$ cat config.mk
export PLATFORM = sky130hd
export DESIGN_NAME = source_cfg_sched_flat
export DESIGN_NICKNAME = d
export VERILOG_FILES = /design/src/rtl/src_pkg.sv /design/src/rtl/source_cfg_sched_if.sv /design/src/rtl/src_regfile.sv /design/src/rtl/source_cfg_sched.sv /design/src/flat_wrapper.sv
export SDC_FILE = /design/constraint.sdc
export NUM_CORES = 1
export LEC_CHECK = 0
export ABC_AREA = 1
export BUFFER_PORTS_ARGS = -buffer_cell sky130_fd_sc_hd__buf_2
export CAP_MARGIN = 20
export CORE_UTILIZATION = 54
export CTS_BUF_LIST = sky130_fd_sc_hd__clkbuf_8
export DETAILED_ROUTE_END_ITERATION = 8
export PLACE_DENSITY_LB_ADDON = 0.2
export SLEW_MARGIN = 20
export SYNTH_ARGS = -nofsm -noshare
export SYNTH_HDL_FRONTEND = slang
export SYNTH_SLANG_ARGS = --single-unit
$ cat constraint.sdc
create_clock -name clk -period 2.1 [get_ports clk]
set_clock_uncertainty 0.15 [all_clocks]
set_input_delay 0.21 -clock clk [delete_from_list [all_inputs] [get_ports clk]]
set_output_delay 0.21 -clock clk [all_outputs]
set_load 0.005 [all_outputs]
$ cat src/rtl/src_pkg.sv
// rtl/src_pkg.sv - shared types and constants for the source playback sequencer
// Contents:
//   state_t      sequencer state encoding, also reported in STATUS[3:0]
//   ADDR_*       register port addresses
//   CTRL_*       bit positions of the write-1 pulses in the CTRL register
//   DF_CODE_*    data_form codes understood by the source controller
//   ctrl_t       decoded, priority-resolved CTRL pulses
//   pack_status  STATUS register layout
package src_pkg;

    typedef enum logic [3:0] {
        ST_IDLE  = 4'd0,
        ST_LOAD  = 4'd1,
        ST_PRIME = 4'd2,
        ST_RUN   = 4'd3,
        ST_HALT  = 4'd4,
        ST_ERR   = 4'd5
    } state_t;

    localparam logic [2:0] ADDR_CTRL        = 3'd0;
    localparam logic [2:0] ADDR_POS_SH      = 3'd1;
    localparam logic [2:0] ADDR_NEG_SH      = 3'd2;
    localparam logic [2:0] ADDR_FORM_SH     = 3'd3;
    localparam logic [2:0] ADDR_START_LEVEL = 3'd4;
    localparam logic [2:0] ADDR_STATUS      = 3'd5;
    localparam logic [2:0] ADDR_ACTIVE_POS  = 3'd6;
    localparam logic [2:0] ADDR_ACTIVE_NEG  = 3'd7;

    localparam int CTRL_START     = 0;
    localparam int CTRL_STOP      = 1;
    localparam int CTRL_APPLY     = 2;
    localparam int CTRL_CLR_FLAGS = 3;

    localparam logic [3:0] DF_CODE_1 = 4'd1;
    localparam logic [3:0] DF_CODE_2 = 4'd2;
    localparam logic [3:0] DF_CODE_3 = 4'd3;
    localparam logic [3:0] DF_CODE_4 = 4'd4;
    localparam logic [3:0] DF_CODE_5 = 4'd5;
    localparam logic [3:0] DF_RESET  = DF_CODE_4;

    typedef struct packed {
        logic start;
        logic stop;
        logic apply;
        logic clr_flags;
    } ctrl_t;

    function automatic logic [31:0] pack_status(
        input logic [15:0] cnt,
        input logic        cfg_e,
        input logic        tmo_e,
        input logic        uf_f,
        input state_t      st
    );
        return {cnt, 9'b0, cfg_e, tmo_e, uf_f, st};
    endfunction

endpackage

$ cat src/rtl/source_cfg_sched_if.sv
// rtl/source_cfg_sched_if.sv - host register port of the source playback sequencer
// Signals:
//   wr_en  single-cycle write strobe
//   rd_en  single-cycle read strobe
//   addr   register address
//   wdata  write data
//   rdata  read data, valid the cycle after rd_en
// Modports: master (host side), slave (sequencer side).
interface source_cfg_sched_if;

    logic        wr_en;
    logic        rd_en;
    logic [2:0]  addr;
    logic [31:0] wdata;
    logic [31:0] rdata;

    modport master (
        output wr_en,
        output rd_en,
        output addr,
        output wdata,
        input  rdata
    );

    modport slave (
        input  wr_en,
        input  rd_en,
        input  addr,
        input  wdata,
        output rdata
    );

endinterface

$ cat src/rtl/src_regfile.sv
// rtl/src_regfile.sv - shadow registers, start level, CTRL decode and read mux
// Ports:
//   clk, nRST    clock, asynchronous active-low reset
//   bus          register port (slave)
//   status       packed STATUS word from the sequencer
//   act_pos/neg  active lengths, read back at ACTIVE_POS/ACTIVE_NEG
//   pos_sh, neg_sh, form_sh, start_level   shadow values to the sequencer
//   ctrl         CTRL pulses, valid in the write cycle, STOP > APPLY > START resolved
module src_regfile
    import src_pkg::*;
#(
    parameter logic [12:0] START_LEVEL_RST = 13'd2000
) (
    input  logic                 clk,
    input  logic                 nRST,
    source_cfg_sched_if.slave    bus,
    input  logic [31:0]          status,
    input  logic [31:0]          act_pos,
    input  logic [31:0]          act_neg,
    output logic [31:0]          pos_sh,
    output logic [31:0]          neg_sh,
    output logic [3:0]           form_sh,
    output logic [12:0]          start_level,
    output ctrl_t                ctrl
);

    logic [31:0] pos_sh_q, pos_sh_d;
    logic [31:0] neg_sh_q, neg_sh_d;
    logic [3:0]  form_sh_q, form_sh_d;
    logic [12:0] start_level_q, start_level_d;
    logic [31:0] rdata_q, rdata_d;

    always_comb begin
        pos_sh_d      = pos_sh_q;
        neg_sh_d      = neg_sh_q;
        form_sh_d     = form_sh_q;
        start_level_d = start_level_q;
        rdata_d       = '0;
        ctrl          = '0;

        if (bus.wr_en) begin
            case (bus.addr)
                ADDR_CTRL: begin
                    ctrl.stop      = bus.wdata[CTRL_STOP];
                    ctrl.apply     = bus.wdata[CTRL_APPLY] & ~bus.wdata[CTRL_STOP];
                    ctrl.start     = bus.wdata[CTRL_START] & ~bus.wdata[CTRL_STOP]
                                   & ~bus.wdata[CTRL_APPLY];
                    ctrl.clr_flags = bus.wdata[CTRL_CLR_FLAGS];
                end
                ADDR_POS_SH:      pos_sh_d      = bus.wdata;
                ADDR_NEG_SH:      neg_sh_d      = bus.wdata;
                ADDR_FORM_SH:     form_sh_d     = bus.wdata[3:0];
                ADDR_START_LEVEL: start_level_d = bus.wdata[12:0];
                default: ;
            endcase
        end

        // Mux reads the _q values so a same-cycle write is not visible yet.
        if (bus.rd_en) begin
            case (bus.addr)
                ADDR_POS_SH:      rdata_d = pos_sh_q;
                ADDR_NEG_SH:      rdata_d = neg_sh_q;
                ADDR_FORM_SH:     rdata_d = {28'b0, form_sh_q};
                ADDR_START_LEVEL: rdata_d = {19'b0, start_level_q};
                ADDR_STATUS:      rdata_d = status;
                ADDR_ACTIVE_POS:  rdata_d = act_pos;
                ADDR_ACTIVE_NEG:  rdata_d = act_neg;
                default:          rdata_d = '0;
            endcase
        end
    end

    always_ff @(posedge clk or negedge nRST) begin
        if (!nRST) begin
            pos_sh_q      <= '0;
            neg_sh_q      <= '0;
            form_sh_q     <= DF_RESET;
            start_level_q <= START_LEVEL_RST;
            rdata_q       <= '0;
        end else begin
            pos_sh_q      <= pos_sh_d;
            neg_sh_q      <= neg_sh_d;
            form_sh_q     <= form_sh_d;
            start_level_q <= start_level_d;
            rdata_q       <= rdata_d;
        end
    end

    assign pos_sh      = pos_sh_q;
    assign neg_sh      = neg_sh_q;
    assign form_sh     = form_sh_q;
    assign start_level = start_level_q;
    assign bus.rdata   = rdata_q;

endmodule

$ cat src/rtl/source_cfg_sched.sv
// rtl/source_cfg_sched.sv - host-side sequencer for the source-output playback path
// Ports:
//   clk, nRST      clock, asynchronous active-low reset
//   bus            register port (slave), see src_pkg for the map
//   fifo_usedw     playback FIFO fill level
//   data_en_mon    source read enable, monitored for underflow
//   pos_length, neg_length, data_form   active parameters, committed only in LOAD
//   src_nrst       registered active-low reset to the source controller
//   busy           state is not IDLE
//   irq            one-cycle pulse on underflow or prime timeout
module source_cfg_sched
    import src_pkg::*;
#(
    parameter logic [12:0] START_LEVEL_RST = 13'd2000,
    parameter int          HALT_CYC        = 4,
    parameter logic [23:0] PRIME_TMO       = 24'd10_000_000,
    parameter bit          STOP_ON_UF      = 1'b1
) (
    input  logic              clk,
    input  logic              nRST,
    source_cfg_sched_if.slave bus,
    input  logic [12:0]       fifo_usedw,
    input  logic              data_en_mon,
    output logic [31:0]       pos_length,
    output logic [31:0]       neg_length,
    output logic [3:0]        data_form,
    output logic              src_nrst,
    output logic              busy,
    output logic              irq
);

    localparam logic [3:0]  HALT_LAST = 4'(HALT_CYC - 1);
    localparam logic [23:0] TMO_LAST  = PRIME_TMO - 24'd1;

    logic [31:0] pos_sh, neg_sh;
    logic [3:0]  form_sh;
    logic [12:0] start_level;
    ctrl_t       ctrl;
    logic [31:0] status;

    state_t      state_q, state_d;
    state_t      halt_tgt_q, halt_tgt_d;
    logic        load_ret_idle_q, load_ret_idle_d;
    logic [23:0] timer_q, timer_d;
    logic [3:0]  halt_cnt_q, halt_cnt_d;
    logic [15:0] uf_cnt_q, uf_cnt_d;
    logic        uf_flag_q, uf_flag_d;
    logic        tmo_err_q, tmo_err_d;
    logic        cfg_err_q, cfg_err_d;
    logic [31:0] pos_q, pos_d;
    logic [31:0] neg_q, neg_d;
    logic [3:0]  form_q, form_d;
    logic        src_nrst_q, src_nrst_d;
    logic        irq_q, irq_d;
    logic        uf;
    logic        tmo_set;
    logic        cfg_set;

    src_regfile #(
        .START_LEVEL_RST (START_LEVEL_RST)
    ) u_regfile (
        .clk         (clk),
        .nRST        (nRST),
        .bus         (bus),
        .status      (status),
        .act_pos     (pos_q),
        .act_neg     (neg_q),
        .pos_sh      (pos_sh),
        .neg_sh      (neg_sh),
        .form_sh     (form_sh),
        .start_level (start_level),
        .ctrl        (ctrl)
    );

    assign status = pack_status(uf_cnt_q, cfg_err_q, tmo_err_q, uf_flag_q, state_q);
    assign uf     = (state_q == ST_RUN) && data_en_mon && (fifo_usedw == '0);

    always_comb begin
        state_d         = state_q;
        halt_tgt_d      = halt_tgt_q;
        load_ret_idle_d = load_ret_idle_q;
        timer_d         = timer_q;
        halt_cnt_d      = halt_cnt_q;
        pos_d           = pos_q;
        neg_d           = neg_q;
        form_d          = form_q;
        tmo_set         = 1'b0;
        cfg_set         = 1'b0;

        case (state_q)
            ST_IDLE: begin
                if (ctrl.apply) begin
                    state_d         = ST_LOAD;
                    load_ret_idle_d = 1'b1;
                end else if (ctrl.start) begin
                    if (pos_sh != '0) begin
                        state_d         = ST_LOAD;
                        load_ret_idle_d = 1'b0;
                    end else begin
                        cfg_set = 1'b1;
                    end
                end
            end
            ST_LOAD: begin
                pos_d   = pos_sh;
                neg_d   = neg_sh;
                form_d  = form_sh;
                timer_d = '0;
                state_d = load_ret_idle_q ? ST_IDLE : ST_PRIME;
            end
            ST_PRIME: begin
                if (ctrl.stop) begin
                    state_d    = ST_HALT;
                    halt_tgt_d = ST_IDLE;
                    halt_cnt_d = '0;
                end else if (ctrl.apply) begin
                    state_d         = ST_LOAD;
                    load_ret_idle_d = 1'b0;
                end else if (fifo_usedw >= start_level) begin
                    state_d = ST_RUN;
                    timer_d = '0;
                end else if (timer_q == TMO_LAST) begin
                    state_d = ST_ERR;
                    timer_d = '0;
                    tmo_set = 1'b1;
                end else begin
                    timer_d = timer_q + 24'd1;
                end
            end
            ST_RUN: begin
                if (ctrl.stop || (uf && STOP_ON_UF)) begin
                    state_d    = ST_HALT;
                    halt_tgt_d = ST_IDLE;
                    halt_cnt_d = '0;
                end else if (ctrl.apply) begin
                    // Live reconfiguration: drop the source, commit, re-prime.
                    state_d    = ST_HALT;
                    halt_tgt_d = ST_LOAD;
                    halt_cnt_d = '0;
                end
            end
            ST_HALT: begin
                if (halt_cnt_q == HALT_LAST) begin
                    state_d         = halt_tgt_q;
                    load_ret_idle_d = 1'b0;
                end else begin
                    halt_cnt_d = halt_cnt_q + 4'd1;
                end
            end
            ST_ERR: begin
                if (ctrl.stop) begin
                    state_d = ST_IDLE;
                end
            end
            default: state_d = ST_IDLE;
        endcase
    end

    // Flags: a same-cycle event wins over CLR_FLAGS so it is never lost.
    always_comb begin
        uf_cnt_d  = uf_cnt_q;
        uf_flag_d = uf_flag_q;
        tmo_err_d = tmo_err_q;
        cfg_err_d = cfg_err_q;
        if (ctrl.clr_flags) begin
            uf_cnt_d  = uf ? 16'd1 : 16'd0;
            uf_flag_d = uf;
            tmo_err_d = tmo_set;
            cfg_err_d = cfg_set;
        end else begin
            if (uf && (uf_cnt_q != 16'hFFFF)) begin
                uf_cnt_d = uf_cnt_q + 16'd1;
            end
            uf_flag_d = uf_flag_q | uf;
            tmo_err_d = tmo_err_q | tmo_set;
            cfg_err_d = cfg_err_q | cfg_set;
        end
        irq_d = uf | tmo_set;
        // Follows the current state, so it lags state entry by one cycle.
        src_nrst_d = (state_q == ST_RUN);
    end

    always_ff @(posedge clk or negedge nRST) begin
        if (!nRST) begin
            state_q         <= ST_IDLE;
            halt_tgt_q      <= ST_IDLE;
            load_ret_idle_q <= 1'b0;
            timer_q         <= '0;
            halt_cnt_q      <= '0;
            uf_cnt_q        <= '0;
            uf_flag_q       <= 1'b0;
            tmo_err_q       <= 1'b0;
            cfg_err_q       <= 1'b0;
            pos_q           <= '0;
            neg_q           <= '0;
            form_q          <= DF_RESET;
            src_nrst_q      <= 1'b0;
            irq_q           <= 1'b0;
        end else begin
            state_q         <= state_d;
            halt_tgt_q      <= halt_tgt_d;
            load_ret_idle_q <= load_ret_idle_d;
            timer_q         <= timer_d;
            halt_cnt_q      <= halt_cnt_d;
            uf_cnt_q        <= uf_cnt_d;
            uf_flag_q       <= uf_flag_d;
            tmo_err_q       <= tmo_err_d;
            cfg_err_q       <= cfg_err_d;
            pos_q           <= pos_d;
            neg_q           <= neg_d;
            form_q          <= form_d;
            src_nrst_q      <= src_nrst_d;
            irq_q           <= irq_d;
        end
    end

    assign pos_length = pos_q;
    assign neg_length = neg_q;
    assign data_form  = form_q;
    assign src_nrst   = src_nrst_q;
    assign irq        = irq_q;
    assign busy       = (state_q != ST_IDLE);

endmodule

$ cat src/flat_wrapper.sv
// flat-port wrapper written by rule: the top's interface ports become plain ports
module source_cfg_sched_flat import src_pkg::*;
#(
    parameter logic [12:0] START_LEVEL_RST = 13'd2000,
    parameter int          HALT_CYC        = 4,
    parameter logic [23:0] PRIME_TMO       = 24'd10_000_000,
    parameter bit          STOP_ON_UF      = 1'b1
)
  (clk, nRST, fifo_usedw, data_en_mon, pos_length, neg_length, data_form, src_nrst, busy, irq, bus_wr_en, bus_rd_en, bus_addr, bus_wdata, bus_rdata);
  source_cfg_sched_if bus_i ();
  input  logic clk;
  input  logic nRST;
  input  logic [12:0] fifo_usedw;
  input  logic data_en_mon;
  output logic [31:0] pos_length;
  output logic [31:0] neg_length;
  output logic [3:0] data_form;
  output logic src_nrst;
  output logic busy;
  output logic irq;
  input wire logic [$bits(bus_i.wr_en)-1:0] bus_wr_en;
  input wire logic [$bits(bus_i.rd_en)-1:0] bus_rd_en;
  input wire logic [$bits(bus_i.addr)-1:0] bus_addr;
  input wire logic [$bits(bus_i.wdata)-1:0] bus_wdata;
  output wire logic [$bits(bus_i.rdata)-1:0] bus_rdata;
  assign bus_i.wr_en = bus_wr_en;
  assign bus_i.rd_en = bus_rd_en;
  assign bus_i.addr = bus_addr;
  assign bus_i.wdata = bus_wdata;
  assign bus_rdata = bus_i.rdata;
  source_cfg_sched #(.START_LEVEL_RST(START_LEVEL_RST), .HALT_CYC(HALT_CYC), .PRIME_TMO(PRIME_TMO), .STOP_ON_UF(STOP_ON_UF)) u_core (.clk(clk), .nRST(nRST), .bus(bus_i), .fifo_usedw(fifo_usedw), .data_en_mon(data_en_mon), .pos_length(pos_length), .neg_length(neg_length), .data_form(data_form), .src_nrst(src_nrst), .busy(busy), .irq(irq));
endmodule
==> metrics.md, run 1 <==
| Metric | Value |
|---|---|
| Switch share | `0.347` |
| Num rows | `52` |
| Worst setup path category | `reg2reg` |
| Async SR Flop Fraction | `1.00` |
| Top layer reached by signal wires | `met4` |
| Net switching power | `about 0.0053 W` |
| Data arrival at the endpoint of the critical path | `2.49 ns` |
| Detail-routed net length per standard cell | `~18 microns` |
| Gate count of the mapped netlist | `between 1k and 1.5k` |
| Combinational Power Share | `0.301` |
| Clock share of power | `0.278` |
| Yosys top cell by area | `dfrtp_1` |
| Largest fanout on the critical path | `6` |
| Syn Nets | `roughly 1.4k` |
| Outcome | `finished with violations` |
| Die boundary width | `147 microns` |
| Maximum clock insertion buffer count | `3` |
| Routed length on met2 | `15.5 mm` |
| Crit path required time | `2.43 ns` |
| Starting DRT DRC Count | `~1.0k` |
| Vias in the first global route | `about 10k` |
| Worst slew margin relative to its limit | `0.669` |
| Number of pins exceeding their max-slew limit in the final report | `0` |
| Warning count from the yosys run | `0` |
| Routed length on met1 | `between 10 and 15 mm` |
| DP Worst Slack | `-0.241 ns` |
| GRT Resource Usage Total | `0.314` |
| Startpoint kind of the worst setup timing path | `register` |
| Total non-filler cell area in the finished layout | `roughly 14000 sq um` |
| Leading cell type by number of instances after synthesis | `nand2_1` |
| Vias | `10.4k` |
| Part of the power in registers | `0.421` |
| Static Leak | `around 7.1 nW` |
| Routed length on met3 | `roughly 2.4 mm` |
| Violations in the final reports | `setup timing` |
| Number of flip-flops and latches in the synthesized netlist | `235` |
| RSZ-0062 raised after global routing | `true` |
| Number of remaining DRC errors | `0` |
| Port-buffer cells | `between 150 and 200` |
| Number of distinct library cells after synthesis | `54` |
| Share of the clock period used by the worst path after layout | `1.03` |
| Internal Power | `0.0100 W` |
| Final worst path period need | `2.16 ns` |
| Clock-pin transition on the worst setup and hold timing paths | `around 0.07 ns` |
| Master cell of the clock root buffer | `clkbuf_8` |
| Number of flops mapped to enable cells by yosys | `0` |
| Clk sinks | `235` |
| Residual overflow from global routing | `0` |
| Maximum capacitance violations | `0` |
| Power density normalized to cell area | `1070 nW/um^2` |
| CP Capture Type | `register` |
| Worst Hold Class | `in2async` |
| Proportion of synthesized chip area in sequential cells | `0.522` |
| Post-detailed-placement cell area | `~13000 sq um` |
| Final net count | `approximately 1.6k` |
| Post-route setup slack | `-0.0606 ns` |
| Average vias per placed instance | `5.61` |
| Die H | `around 150 microns` |
| Total CTS buffers | `40` |
| Htree depth | `2` |
| Area inside the core boundary | `between 20000 and 25000 sq um` |
| Die Area | `between 20000 and 25000 sq um` |
| IO Count | `~160` |
| Utilization after layout | `0.706` |
| Number of setup violations in the final report | `17` |
| Final weighted congestion in routability-driven placement | `0.962` |
| Post-Syn Area | `around 11000 sq um` |
| Fraction of layout instances using a drive strength above 1 | `0.280` |
| Most numerous cell types in the synthesized netlist | `nand2_1 (254), dfrtp_1 (227), inv_1 (151)` |
| IR drop worst, VDD | `about 0.00087 V` |
| Pin count of the biggest net entering global routing | `104` |
| Clock latency at the later pin of the worst-skew pair | `0.55 ns` |
| Hold Fails Final Rpt | `0` |
| Total Routed Length | `33.5 mm` |
| Main area contributors after synthesis | `dfrtp_1 (50%), nand2_1 (8.5%), o21ai_0 (6.1%)` |
| Drt pass-1 iters | `7` |
| Final HPWL DP | `about 22 mm` |
| Clock tree from TritonCTS | `done` |
| Effective utilization at floorplan | `0.554` |
| Area share of the leading cell type in the synthesized netlist | `0.503` |
| Per-instance average area after synthesis | `a little under 9 sq um` |
| Number of antenna violations at the first check in global routing | `1` |
| Main synth FF type | `dfrtp_1` |
| Global-route wire length before repair | `52.6 mm` |
| Synth-to-layout area growth | `27.4%` |
| Total negative setup slack | `-0.313 ns` |
| Layout filler cell count | `approximately 1.6k` |
| Slew at the pin with the worst max-slew slack | `0.496 ns` |
| Maximum clock frequency | `between 400 and 500 MHz` |
| Antenna Violating Nets Remaining | `0` |
[logic make-up after synthesis]
logic type	synth area share
xor+xnor	0.0147
buf+inv	0.0747
flops	0.522
compound gates	0.146
mux	0.0339
simple gates	0.190
fa+ha+maj	0.0177
[what timing repair did]
item / CTS / global route
endpoints found under the hold margin: 326 / 0
endpoints found under the setup margin: 23 / 36
gates resized for setup: 24 / 54
hold buffers: 37 / 0
pin swaps: 8 / 21
gates cloned: 1 / 0
buffers inserted: 0 / 6
[state kept, by name, summed over array words and instances (netlist names), 3 cells and up]
name and flops:
u_core.u_regfile.start_level 13, u_core.u_regfile.form_sh 4, u_core.state_q 3, u_core.u_regfile.neg_sh 32, u_core.u_regfile.bus.rdata 32, u_core.neg_length 32
u_core.timer_q 24, u_core.pos_length 32, u_core.u_regfile.pos_sh 32, u_core.data_form 4, u_core.halt_cnt_q 4, u_core.uf_cnt_q 16
[layout by cell type, fill, tap and decap left out, types with 4 or more instances in the layout]
cell / netlist / layout
nand2_4: 2 / 5
a221oi_1: 9 / 9
ha_4: 0 / 6
nand3_2: 6 / 10
o22ai_1: 27 / 25
dfrtp_1: 227 / 227
dfstp_2: 8 / 8
a22oi_1: 21 / 21
buf_2: 19 / 154
a21oi_1: 44 / 40
nor2_4: 4 / 7
inv_2: 11 / 17
nand4_1: 23 / 23
nand3_1: 46 / 39
o21ai_1: 5 / 10
o21ai_0: 137 / 130
buf_4: 2 / 67
xor2_1: 17 / 17
o21ai_2: 6 / 8
dlygate4sd3_1: 0 / 37
nand2_2: 14 / 24
a31oi_1: 17 / 17
nor2_2: 5 / 13
buf_12: 0 / 9
nand2_1: 254 / 241
nor3_1: 15 / 14
nor2_1: 106 / 95
inv_1: 151 / 155
mux2_2: 34 / 34
ha_1: 16 / 10
clkinv_2: 1 / 4
clkbuf_8: 0 / 53
[cell type report]
class / count / area (sq um) / share of cell area
flip-flops and latches: 235 / 5890 / 0.410
clock inverters: 18 / 103 / 0.00714
repair buffers: 271 / 1870 / 0.130
well taps: 270 / 338 / 0.0235
multi-input cells: 840 / 4820 / 0.335
diodes: 1 / 2.50 / 0.000174
inverters: 163 / 621 / 0.0432
clock buffers: 53 / 729 / 0.0507
[power groups by stage]
stage          Clock [W]  Combinational (W)  Sequential (W)
2_1_floorplan          0            0.00243         0.00637
3_3_place_gp           0            0.00400         0.00647
3_5_place_dp           0            0.00412         0.00651
4_1_cts          0.00432            0.00431         0.00645
5_1_grt          0.00451            0.00507         0.00659
6_report         0.00427            0.00462         0.00648
[worst max-delay path: stages, from the launching register on]
cell and delay [ns]:
dfstp_2 0.54, inv_2 0.04, ha_4 0.26, nand2_4 0.10
inv_2 0.04, nand2_2 0.06, nand2_2 0.06, nand2_2 0.07
nand3_2 0.09, nor2_4 0.22, nand2_2 0.10, nand2_4 0.13
buf_6 0.10, o211a_1 0.14
[worst paths after layout]
path / startpoint / to / slack, ns / cells after the start
setup / recovery: u_core.u_regfile.start_level[8] / u_core.timer_q[4] / -0.06 / 13
min in group clk: data_en_mon / u_core.uf_flag_q / 0.05 / 5
max in group asynchronous: nRST / u_core.u_regfile.bus.rdata[19] / 1.10 / 3
setup reg to reg: u_core.u_regfile.start_level[8] / u_core.timer_q[4] / -0.06 / 13
hold reg to reg: u_core.u_regfile.neg_sh[23] / u_core.u_regfile.neg_sh[23] / 0.34 / 2
hold / removal: nRST / u_core.neg_length[15] / 0.02 / 2
[routing by layer]
metal  GRT usage  up-vias
met1       0.433     4995
met5           0        -
li1            -     4820
met2       0.498      474
met4       0.118        0
met3      0.0550       90
[per-stage QoR]
step | cells | hold WS [ns] | power [W]
global placement | 1736 | 0.0270 | 0.0105
finish | 1851 | 0.0225 | 0.0154
floorplan | 1285 | -0.236 | 0.00879
detailed placement | 1736 | 0.0278 | 0.0106
global route | 1851 | 0.0517 | 0.0162
CTS | 1844 | 0.000449 | 0.0151
(Power assumes the default switching activity.)
==> run 2, diff against run 1 <==
SYNTH_HIERARCHICAL = 1   (was unset)
==> run 2 against run 1 <==
Net effect: the flow still finishes with violations (setup timing); area after synthesis rose by 6.3%; critical path depth is 2 lower; clock power fell by 4%; setup slack improved by 0.047 ns; hold slack gained 0.016 ns; die area increased by 6.2%; sequential cell count unchanged; critical path type unchanged; critical endpoint is now u_core/timer_q[19]; largest power group unchanged; highest routed layer unchanged.
==> metrics.md, run 2 <==
| Metric | Value |
|---|---|
| Worst Hold Class | `in2reg` |
| Worst setup path category | `reg2reg` |
| Crit path required time | `2.36 ns (-0.07 ns)` |
| XOR/XNOR Fraction of Synth Area | `0.0190 (+0.00424)` |
| Htree depth | `2 (unchanged)` |
| Proportion of synthesized chip area in sequential cells | `0.491 (-0.0308)` |
| Share of synthesized cell area in and, or, nand and nor gates | `0.339 (+0.149)` |
| FF-to-FF path depth | `11 (-2)` |
| Fraction of synthesized area in multiplexers | `0 (-0.0339)` |
| Clock tree from TritonCTS | `done` |
| Power after layout | `0.0148 W (-3.8%)` |
| DP Worst Slack | `-0.0423 ns (+0.199 ns)` |
| Final net count | `1865 (+15%)` |
| Outcome | `finished with violations` |
| Port-buffer cells | `155 (unchanged)` |
| IO Count | `156 (unchanged)` |
| Number of flops mapped to enable cells by yosys | `0 (unchanged)` |
| Maximum clock frequency | `473 MHz (+2.2%)` |
| Area of combinational cells with multiple inputs | `5510 sq um (+14%)` |
| Area occupied by registers | `5890 sq um (unchanged)` |
| Sum of buffers and inverters on the critical path | `4 (+1)` |
| Yosys top cell by area | `dfrtp_1` |
| Worst slew margin relative to its limit | `0.240 (-0.429)` |
| Hold Slack | `0.0384 ns (+0.0159 ns)` |
| Static Leak | `7.71 nW (+8.4%)` |
| Drt pass-1 iters | `5 (-2)` |
| Area share of the leading cell type in the synthesized netlist | `0.474 (-0.0297)` |
| Global-route wire length before repair | `56.0 mm (+6.4%)` |
| Residual overflow from global routing | `0 (unchanged)` |
| Net switching power | `0.00535 W (+0.32%)` |
| Antenna Diode Count | `0 (-1)` |
| Total Routed Length | `35.3 mm (+5.3%)` |
| Data arrival at the endpoint of the critical path | `2.37 ns (-0.12 ns)` |
| Post-CTS Setup Repair Bufs | `0 (unchanged)` |
| Part of the power in registers | `0.426 (+0.005)` |
| Pin count of the biggest net entering global routing | `81 (-22%)` |
| Post-Syn Area | `12000 sq um (+6.3%)` |
| Combinational Power Share | `0.296 (-0.005)` |
| Main synth FF type | `dfrtp_1` |
| Most numerous cell types in the synthesized netlist | `nand2_1 (525), dfrtp_1 (227), nor2_1 (152)` |
| Number of cells in the design after placement | `2000 (+15%)` |
| Total CTS buffers | `40 (unchanged)` |
| Num rows | `54 (+3.8%)` |
| Number of antenna violations at the first check in global routing | `0 (-1)` |
| Most used cells in the layout excluding fill and tap cells | `nand2_1 (514), dfrtp_1 (227), buf_2 (153)` |
| Final worst path period need | `2.11 ns (-0.0475 ns)` |
| WHS Path Cells | `5` |
| Most frequent standard cell in the layout excluding fill and tap cells | `nand2_1` |
| Number of pins exceeding their max-slew limit in the final report | `0 (unchanged)` |
| Starting DRT DRC Count | `853 (-17%)` |
| Critical path depth in cells | `11 (-2)` |
| Fraction of layout instances using a drive strength above 1 | `0.198 (-0.0822)` |
| Clock latency at the later pin of the worst-skew pair | `0.54 ns (about the same)` |
| Post-route setup slack | `-0.0131 ns (+0.0475 ns)` |
| Layout filler cell count | `1854 (+17%)` |
| Area inside the core boundary | `21800 sq um (+7.2%)` |
| Async SR Flop Fraction | `1.00 (unchanged)` |
| Maximum clock insertion buffer count | `3 (unchanged)` |
| Number of distinct library cells after synthesis | `42 (-22%)` |
| Final weighted congestion in routability-driven placement | `0.923 (-4.0%)` |
| Finished Layout Cells | `2107 (+14%)` |
| GRT Resource Usage Total | `0.316 (+0.00246)` |
| Gate count of the mapped netlist | `1562 (+22%)` |
| Compound-gate portion of the synthesized area | `0.0642 (-0.0822)` |
| Antenna Violating Nets Remaining | `0 (unchanged)` |
| Per-instance average area after synthesis | `7.68 sq um (-13%)` |
| Maximum capacitance violations | `0 (unchanged)` |
| Main area contributors after synthesis | `dfrtp_1 (47%), nand2_1 (16%), nand4_1 (4.8%)` |
| Share of the clock period used by the worst path after layout | `1.01 (-0.0226)` |
| Internal Power | `0.00944 W (-6.0%)` |
| Post-synthesis share of cell area spent on full adders, half adders and majority gates | `0.0167 (-0.00105)` |
| Final HPWL DP | `23.6 mm (+5.1%)` |
| Max incr delay on CP | `0.53 ns (about the same)` |
| Vias in the first global route | `11.0k (+10%)` |
| Leading cell type by number of instances after synthesis | `nand2_1` |
| Clk sinks | `235 (unchanged)` |
| Slew at the pin with the worst max-slew slack | `1.14 ns (+0.640 ns)` |
| Vias | `11.4k (+10%)` |
| Library cell contributing the largest single delay on the critical path | `dfstp_2` |
| Number of remaining DRC errors | `0 (unchanged)` |
| Master cell of the clock root buffer | `clkbuf_8` |
| Number of flip-flops and latches in the synthesized netlist | `235 (unchanged)` |
| Synth-to-layout area growth | `23.8%` |
| Clock share of power | `0.278 (about the same)` |
| Violations in the final reports | `setup timing` |
| Die boundary width | `151 microns (+3.0%)` |
| Average vias per placed instance | `5.43 (-3.1%)` |
| Number of setup violations in the final report | `9 (-8)` |
| Cell breakdown of the critical path | `inv_2, ha_4, nand2_2, nor2_2, inv_2, nor3_2, nand2_2, buf_4, nand4_4, buf_12, o22ai_1` |
| Detail-routed net length per standard cell | `16.8 microns (-7.5%)` |
| Clock-pin transition on the worst setup and hold timing paths | `0.06 ns (about the same)` |
| CP Capture Type | `register` |
| Switch share | `0.362 (+0.0149)` |
| Hold Fails Final Rpt | `0 (unchanged)` |
| Die H | `151 microns (+3.0%)` |
| IR drop worst, VDD | `0.000737 V (-16%)` |
| Top delay family on crit path | `simple AND/OR/NAND/NOR gates` |
| Startpoint kind of the worst setup timing path | `register` |
| Largest fanout on the critical path | `9 (+3)` |
| Warning count from the yosys run | `6 (+6)` |
| Die Area | `22800 sq um (+6.2%)` |
| Power density normalized to cell area | `997 nW/um^2 (-6.8%)` |
| Effective utilization at floorplan | `0.549 (-0.00464)` |
| Largest family of logic cells by synthesized area | `simple AND/OR/NAND/NOR gates` |
run 2: power groups by stage:
stage / registers, W / clock network [W] / logic [W]
after floorplan: 0.00624 / 0 / 0.00233
after global placement: 0.00633 / 0 / 0.00399
after detailed placement: 0.00635 / 0 / 0.00410
after CTS: 0.00628 / 0.00419 / 0.00426
after global routing: 0.00642 / 0.00440 / 0.00490
final: 0.00630 / 0.00411 / 0.00437
run 2: logic make-up (layout without fill, tap and decap cells):
family,count (synthesis),after routing
AND/OR/NAND/NOR,933,933
flip-flops,235,235
buffers and inverters,201,457
AO/OA/AOI/OAI,150,150
XOR/XNOR,26,26
adder cells (fa/ha/maj),16,16
other,1,10
run 2: through the flow:
step,utilization,area (sq um),TNS [ns]
after floorplan,-,12000,0
after global placement,0.618,13500,0
after detailed placement,0.618,13500,-0.409
after CTS,0.675,14700,-0.0437
after global routing,0.680,14800,-2.08
final,0.680,14800,-0.0575
run 2: final cells by class:
class / count / share of cell area
Clock buffer: 49 / 0.0455
Clock inverter: 24 / 0.00894
Inverter: 123 / 0.0320
Multi-Input combinational cell: 1135 / 0.371
Sequential cell: 235 / 0.397
Tap cell: 280 / 0.0236
Timing Repair Buffer: 260 / 0.121
Timing Repair inverter: 1 / 0.000506
run 2: worst paths after layout:
kind	slack (ns)	endpoint	start
hold reg to reg	0.32	u_core/data_form[0]	u_core/data_form[0]
hold / removal	0.04	u_core/u_regfile/bus.rdata[12]	bus_addr[1]
min in group asynchronous	0.06	u_core/pos_length[7]	nRST
setup reg to reg	-0.01	u_core/timer_q[19]	u_core/u_regfile/start_level[10]
max in group asynchronous	1.04	u_core/u_regfile/start_level[9]	nRST
setup / recovery	-0.01	u_core/timer_q[19]	u_core/u_regfile/start_level[10]
run 2: routing by layer:
metal | share of wire | GRT usage | vias to the layer above
li1 | - | - | 5539
met3 | 0.075 | 0.0578 | 88
met4 | 0.033 | 0.122 | 0
met5 | 0 | 0 | -
met2 | 0.47 | 0.507 | 478
met1 | 0.43 | 0.426 | 5342
run 2: worst register-to-register path, delay by kind of cell (launching register included):
family / cells / cell delay [ns]
compound gates: 1 / 0.08
fa+ha+maj: 1 / 0.26
buf+inv: 4 / 0.40
flops: 1 / 0.53
simple gates: 5 / 0.55
run 2: what timing repair did:
item | CTS | global route
endpoints found under the setup margin | 16 | 38
cloned | 1 | 0
pin swaps | 9 | 13
resized for setup | 14 | 34
hold buffers | 33 | 0
endpoints found under the hold margin | 310 | 0
